<file path="src/rtl/sa_addr_pkg.sv">
// Shared definitions for the skewed SRAM read-address generator:
// sweep FSM encoding and default width constants.
package sa_addr_pkg;

   localparam int DEF_ARRAY_SIZE  = 8;
   localparam int DEF_ADDR_WIDTH  = 10;
   localparam int DEF_CNT_WIDTH   = 10;
   localparam int DEF_ADDR_OFFSET = 4;

   // Sweep control states; explicit encoding keeps waveforms readable.
   typedef enum logic [1:0] {
      IDLE = 2'd0,
      RUN  = 2'd1,
      DONE = 2'd2
   } state_t;

   // Number of weight/data queue pairs serving an array of the given size.
   function automatic int queue_count(input int array_size);
      return (array_size + 3) / 4;
   endfunction

endpackage

</file>
<file path="src/rtl/skew_addr_lane.sv">
// One queue lane of the skewed address generator. Decides whether the
// lane is live for a given step and forms its weight/data addresses.
// Purely combinational; the top registers the results.
module skew_addr_lane
   import sa_addr_pkg::*;
#(
   parameter int                    ADDR_WIDTH  = DEF_ADDR_WIDTH,
   parameter int                    CNT_WIDTH   = DEF_CNT_WIDTH,
   parameter int                    STEP_W      = DEF_CNT_WIDTH + 1,
   parameter int                    LANE_OFFSET = 0,
   parameter logic [ADDR_WIDTH-1:0] ADDR_IDLE   = '1
)(
   input  logic                  en,
   input  logic [STEP_W-1:0]     cnt,
   input  logic [CNT_WIDTH-1:0]  len,
   input  logic [ADDR_WIDTH-1:0] base_w,
   input  logic [ADDR_WIDTH-1:0] base_d,
   output logic                  active,
   output logic [ADDR_WIDTH-1:0] addr_w,
   output logic [ADDR_WIDTH-1:0] addr_d
);

   // One extra bit so start + len cannot overflow the window compare.
   localparam logic [STEP_W:0] LANE_START = (STEP_W + 1)'(LANE_OFFSET);

   logic [STEP_W:0]   cnt_ext;
   logic [STEP_W:0]   lane_stop;
   logic [STEP_W-1:0] offs;

   // Window test [start, start+len) and address = base + steps into window.
   always_comb begin
      // NOTE: every output gets a default before the conditional update so
      // no path leaves a value unassigned and no latch is inferred.
      addr_w    = ADDR_IDLE;
      addr_d    = ADDR_IDLE;
      cnt_ext   = {1'b0, cnt};
      lane_stop = LANE_START + (STEP_W + 1)'(len);
      offs      = cnt - LANE_START[STEP_W-1:0];
      active    = en && (cnt_ext >= LANE_START) && (cnt_ext < lane_stop);
      if (active) begin
         // Truncation to ADDR_WIDTH gives the intended modulo wrap.
         addr_w = base_w + ADDR_WIDTH'(offs);
         addr_d = base_d + ADDR_WIDTH'(offs);
      end
   end

endmodule

</file>
<file path="src/rtl/skew_addr_gen.sv">
// Skewed SRAM read-address generator for a systolic array. Each queue k
// replays the same len-long address run, delayed by k*ADDR_OFFSET steps.
// All outputs are registered from next-state values, so the addresses for
// step c appear in the same cycle the step counter holds c.
module skew_addr_gen
   import sa_addr_pkg::*;
#(
   parameter int                    ARRAY_SIZE  = DEF_ARRAY_SIZE,
   parameter int                    QUEUE_COUNT = (ARRAY_SIZE + 3) / 4,
   parameter int                    ADDR_WIDTH  = DEF_ADDR_WIDTH,
   parameter int                    CNT_WIDTH   = DEF_CNT_WIDTH,
   parameter int                    ADDR_OFFSET = DEF_ADDR_OFFSET,
   parameter logic [ADDR_WIDTH-1:0] ADDR_IDLE   = '1
)(
   input  logic                              clk,
   input  logic                              rst,
   input  logic                              start,
   input  logic                              stall,
   input  logic [CNT_WIDTH-1:0]              len,
   input  logic [ADDR_WIDTH-1:0]             base_w,
   input  logic [ADDR_WIDTH-1:0]             base_d,
   output logic [QUEUE_COUNT*ADDR_WIDTH-1:0] sram_raddr_w_packed,
   output logic [QUEUE_COUNT*ADDR_WIDTH-1:0] sram_raddr_d_packed,
   output logic [QUEUE_COUNT-1:0]            addr_valid,
   output logic                              busy,
   output logic                              done
);

   // Skew of the last queue; the step counter must reach skew + len - 1.
   // One bit above CNT_WIDTH covers that sum while the skew fits in CNT_WIDTH.
   localparam int SKEW_MAX = (QUEUE_COUNT - 1) * ADDR_OFFSET;
   localparam int STEP_W   = CNT_WIDTH + 1;

   state_t                  state_q, state_nxt;
   logic [STEP_W-1:0]       cnt_q, cnt_nxt, last_step;
   logic [CNT_WIDTH-1:0]    len_q, len_nxt;
   logic [ADDR_WIDTH-1:0]   bw_q, bw_nxt, bd_q, bd_nxt;
   logic                    run_nxt;

   logic [QUEUE_COUNT*ADDR_WIDTH-1:0] w_nxt, d_nxt;
   logic [QUEUE_COUNT-1:0]            valid_nxt;

   assign last_step = STEP_W'(SKEW_MAX) + STEP_W'(len_q) - STEP_W'(1);
   assign run_nxt   = (state_nxt == RUN);

   // Sweep FSM, step counter and operand capture on the accepting edge.
   always_comb begin
      state_nxt = state_q;
      cnt_nxt   = cnt_q;
      len_nxt   = len_q;
      bw_nxt    = bw_q;
      bd_nxt    = bd_q;
      case (state_q)
         IDLE: begin
            if (start) begin
               len_nxt = len;
               bw_nxt  = base_w;
               bd_nxt  = base_d;
               cnt_nxt = '0;
               // An empty sweep skips RUN and only produces the done pulse.
               state_nxt = (len != '0) ? RUN : DONE;
            end
         end
         RUN: begin
            if (!stall) begin
               if (cnt_q == last_step) begin
                  state_nxt = DONE;
               end else begin
                  cnt_nxt = cnt_q + STEP_W'(1);
               end
            end
         end
         DONE:    state_nxt = IDLE;
         default: state_nxt = IDLE;
      endcase
   end

   // Per-queue lanes evaluated on the next-cycle step value.
   for (genvar k = 0; k < QUEUE_COUNT; k++) begin : g_lane
      skew_addr_lane #(
         .ADDR_WIDTH  (ADDR_WIDTH),
         .CNT_WIDTH   (CNT_WIDTH),
         .STEP_W      (STEP_W),
         .LANE_OFFSET (k * ADDR_OFFSET),
         .ADDR_IDLE   (ADDR_IDLE)
      ) u_lane (
         .en     (run_nxt),
         .cnt    (cnt_nxt),
         .len    (len_nxt),
         .base_w (bw_nxt),
         .base_d (bd_nxt),
         .active (valid_nxt[k]),
         .addr_w (w_nxt[(k+1)*ADDR_WIDTH-1 -: ADDR_WIDTH]),
         .addr_d (d_nxt[(k+1)*ADDR_WIDTH-1 -: ADDR_WIDTH])
      );
   end

   // State and registered outputs; reset overrides start and stall.
   always_ff @(posedge clk) begin
      // NOTE: sequential state uses non-blocking assignments so every
      // register samples the pre-edge values regardless of statement order.
      if (rst) begin
         state_q             <= IDLE;
         cnt_q               <= '0;
         len_q               <= '0;
         bw_q                <= '0;
         bd_q                <= '0;
         busy                <= 1'b0;
         done                <= 1'b0;
         addr_valid          <= '0;
         sram_raddr_w_packed <= {QUEUE_COUNT{ADDR_IDLE}};
         sram_raddr_d_packed <= {QUEUE_COUNT{ADDR_IDLE}};
      end else begin
         state_q             <= state_nxt;
         cnt_q               <= cnt_nxt;
         len_q               <= len_nxt;
         bw_q                <= bw_nxt;
         bd_q                <= bd_nxt;
         busy                <= run_nxt;
         done                <= (state_nxt == DONE);
         addr_valid          <= valid_nxt;
         sram_raddr_w_packed <= w_nxt;
         sram_raddr_d_packed <= d_nxt;
      end
   end

endmodule
</file>
<file path="config.mk">
export PLATFORM = sky130hd
export DESIGN_NAME = skew_addr_gen
export DESIGN_NICKNAME = d
export VERILOG_FILES = /design/src/rtl/sa_addr_pkg.sv /design/src/rtl/skew_addr_lane.sv /design/src/rtl/skew_addr_gen.sv
export SDC_FILE = /design/constraint.sdc
export NUM_CORES = 1
export LEC_CHECK = 0
export ABC_AREA = 1
export CORE_MARGIN = 4
export CORE_UTILIZATION = 25
export DETAILED_ROUTE_END_ITERATION = 10
export PLACE_DENSITY = 0.5
export SYNTH_ARGS = -nofsm -noshare
export SYNTH_HDL_FRONTEND = slang
export SYNTH_HIERARCHICAL = 1
export SYNTH_SLANG_ARGS = --single-unit
export TNS_END_PERCENT = 100
</file>
<file path="constraint.sdc">
create_clock -name clk -period 4 [get_ports clk]
set_input_delay 1.2 -clock clk [delete_from_list [all_inputs] [get_ports clk]]
set_output_delay 1.2 -clock clk [all_outputs]
set_load 0.1 [all_outputs]
</file>
==> impl_metrics.tcl <==
set metrics [dict create \
    layout-drive-gt1-share_pct 26.5 \
    fin_skew_ns 0.0118 \
    nets 1361 \
    cts_sinks 87 \
    crit_arrival_ns 4.05 \
    postCtsHoldBufs 0 \
    fin_util_pct 35.9 \
    critPathBufInv 5 \
    syn_area_um2 6820 \
    drt-vias-per-instance 4.30 \
    async_flop_share_pct 0 \
    fmax_mhz 263 \
    core-area_um2 26900 \
    io_buffers 77 \
    clk_pin_slew_ns 0.07 \
    ys_seq_elements 87 \
    leakage_nw 4.91 \
    overflow 0 \
    path_max_fanout 7 \
    maxSlewHeadroom_pct 33.9 \
    r2r_setup_slack_ns 0.21 \
    reg2reg_to "sram_raddr_w_packed[19]" \
    synthesis.nets 1142 \
    seq_area_frac_synth_pct 25.5 \
    num_vias 6903 \
    post-place-ws_ns -0.482 \
    fin_area_um2 9660 \
    fin_crit_ns 3.81 \
    ant_nets 0 \
    critPathCapture "sram_raddr_w_packed[18]" \
    firstDrtPassIters 4 \
    synth-edff-count 0 \
    yosysWarnings 6 \
    r2r_start "len_q[1]" \
    cts_tree "yes" \
    crit_family "simple AND/OR/NAND/NOR gates" \
    first_global_vias 6733 \
    startpoint_type "input pin" \
    hold_class "flop to flop" \
    critPathRequiredTime_ns 4.24 \
    syn_inst 1042 \
    worst_path_max_delay_cell "fa_1" \
    routed_wl_um 21600 \
    setup_ws_ns 0.192 \
    insertion_delay_ns 0.35 \
    finalHoldViolCount 0 \
    path_depth 18 \
    fillCellCount 2932 \
    crit_chain "dlygate4sd2_1, nand2_2, buf_4, inv_1, or2_2, o21ai_0, inv_1, ha_1, fa_1, nand2_1, inv_1, o21ai_0, nand2_1, nand3_1, nand2_1, nand2_1, nand3_2, or2_2" \
    reg2regPathDepth 29 \
    die_width_um 173 \
    dieHeight_um 173 \
    crit_path_end_kind "flop" \
    status "completed" \
    holdCritStartpoint "cnt_q[1]" \
    cts_buffers 9 \
    tightest_slew_ns 0.988 \
    clk_path_buf_depth 2 \
    grt_pass1_wl_um 34800 \
    ir_drop_mv 0.164 \
    avgSynthCellArea_um2 6.55 \
    p_per_area_nw_per_um2 314 \
    path_class "input pin to flop" \
    finalMaxSlewViolations 0 \
    num_rows 60 \
    cap_viol_max_count 0 \
    grt_max_degree 35 \
    io_pins 78 \
    slowest_delay_ns 0.38 \
    dp_hpwl_um 17400 \
    drtIter0Drc 363 \
    gp_congestion 0.870 \
    antenna_found_initial 0 \
    wl_per_cell_um 13.5 \
    antenna_cells 0 \
    crit_start "start" \
    synth_cell_types 43 \
    syn_to_final_growth_pct 41.5 \
    path_common_cell "nand2_1" \
    die_area_um2 30000 \
    ctsRootBufferMaster "clkbuf_16" \
    dpl-instance-area_um2 9010 \
    setup_violations 0 \
    htreeDepth 3 \
    start_util_pct 25.4 \
    drcViolationCount 0 \
    hold-worst-slack_ns 0.545 \
    track_usage_pct 14.4 \
    ys.flop_type "dfxtp_1" \
    finalCritPeriodShare_pct 95.2 \
]
==> cell usage in the layout, fill, tap and decap left out, drive strengths merged <==
| cell type | count |
|---|---|
| a21boi | 2 |
| a21oi | 39 |
| and2 | 2 |
| and3 | 2 |
| buf | 154 |
| bufinv | 1 |
| clkbuf | 10 |
| clkdlybuf4s50 | 74 |
| clkinv | 2 |
| clkinvlp | 2 |
| dfxtp | 87 |
| dlygate4sd2 | 1 |
| dlymetal6s2s | 1 |
| fa | 4 |
| ha | 62 |
| inv | 173 |
| nand2 | 282 |
| nand3 | 95 |
| nand3b | 6 |
| nand4 | 14 |
| nor2 | 109 |
| nor3 | 5 |
| nor4 | 3 |
| o211ai | 2 |
| o21a | 1 |
| o21ai | 39 |
| o21bai | 5 |
| o22ai | 1 |
| or2 | 67 |
| xnor2 | 7 |
| xor2 | 14 |
==> power breakdown <==
group	total (mW)	switching, mW	internal, mW
Clock	0.886	0.397	0.490
Combinational	1.20	0.725	0.479
Sequential	0.942	0.0220	0.920
==> synthesized netlist by cell type (2+ instances only) <==
cell type,number,area share (%)
nand3b_2,2,0.33
and2_4,2,0.26
nand2_1,267,15
a21oi_2,5,0.64
and3_1,2,0.18
or2_1,2,0.18
nand3b_1,4,0.44
a21oi_1,34,2.5
fa_1,4,1.2
xnor2_1,6,0.77
a21boi_0,2,0.22
dfxtp_1,87,26
nor3_1,5,0.37
nor4_1,3,0.28
inv_1,168,9.2
nor2_1,94,5.2
ha_1,62,11
nor2_4,6,0.99
nand4_1,14,1.3
buf_6,3,0.50
o21ai_0,37,2.7
o211ai_1,2,0.22
nand3_1,83,6.1
or2_2,63,5.8
or2_0,2,0.18
nand2_2,13,1.2
nand3_2,12,1.8
clkbuf_1,16,0.88
nor2_2,8,0.73
inv_2,4,0.22
o21bai_1,5,0.55
xor2_1,14,1.8
==> cell families (layout without fill, tap and decap cells) <==
kind of cell             count (synthesis)  in the layout  synth area share (%)
AO/OA/AOI/OAI                           89             89                  7.24
buffers and inverters                  194            418                  11.2
XOR/XNOR                                21             21                  2.81
flip-flops                              87             87                  25.5
adder cells (fa/ha/maj)                 66             66                  12.5
AND/OR/NAND/NOR                        585            585                  40.6
==> metrics by stage <==
stage	setup TNS [ns]	power, mW	instances
after floorplan	0	1.69	1042
after global placement	-11.63	2.11	1583
after detailed placement	-13.25	2.12	1583
after CTS	0	3.04	1605
after global routing	-0.0251	3.23	1607
final	0	3.03	1607
==> worst min-delay path by stage <==
stage,endpoint,slack (ns),cells past startpoint
after global routing,cnt_q[1],0.59,2
after CTS,cnt_q[1],0.54,2
after detailed placement,cnt_q[1],0.53,2
final,cnt_q[1],0.55,2
after global placement,cnt_q[1],0.53,2
after floorplan,cnt_q[9],0.48,2
==> metal layers <==
| layer | track usage (%) | up-vias | wire length (um) |
|---|---|---|---|
| met4 | 4.72 | 0 | 463 |
| met2 | 22.9 | 124 | 9600 |
| li1 | - | 3704 | - |
| met1 | 19.9 | 3047 | 10800 |
| met3 | 2.42 | 28 | 787 |
| met5 | 0 | - | 0 |
==> sequential cells by signal, indices dropped and copies added (netlist names) <==
signal	flops
addr_valid	2
bd_q	10
busy	1
bw_q	10
cnt_q	11
done	1
len_q	10
sram_raddr_d_packed	20
sram_raddr_w_packed	20
state_q	2
==> repair_timing <==
action / 4_1_cts / 5_1_grt
pin swaps: 5 / 16
buffers inserted: 4 / 2
gates cloned: 2 / 0
resized for setup: 19 / 51
endpoints found under the setup margin: 20 / 33
==> worst min-delay path: stages (launching register included) <==
cell     delay [ns]
dfxtp_1        0.34
nand2_1        0.10
a21oi_1        0.06
==> layout make-up <==
| class | count | area (um^2) | share of cell area (%) |
|---|---|---|---|
| multi-input cells | 761 | 4540 | 47.1 |
| inverters | 172 | 646 | 6.69 |
| clock buffers | 10 | 229 | 2.37 |
| repair buffers | 230 | 2000 | 20.7 |
| clock inverters | 6 | 70.1 | 0.726 |
| well taps | 341 | 427 | 4.42 |
| flip-flops and latches | 87 | 1750 | 18.1 |
Note: power is estimated with default switching activity, not from simulation.
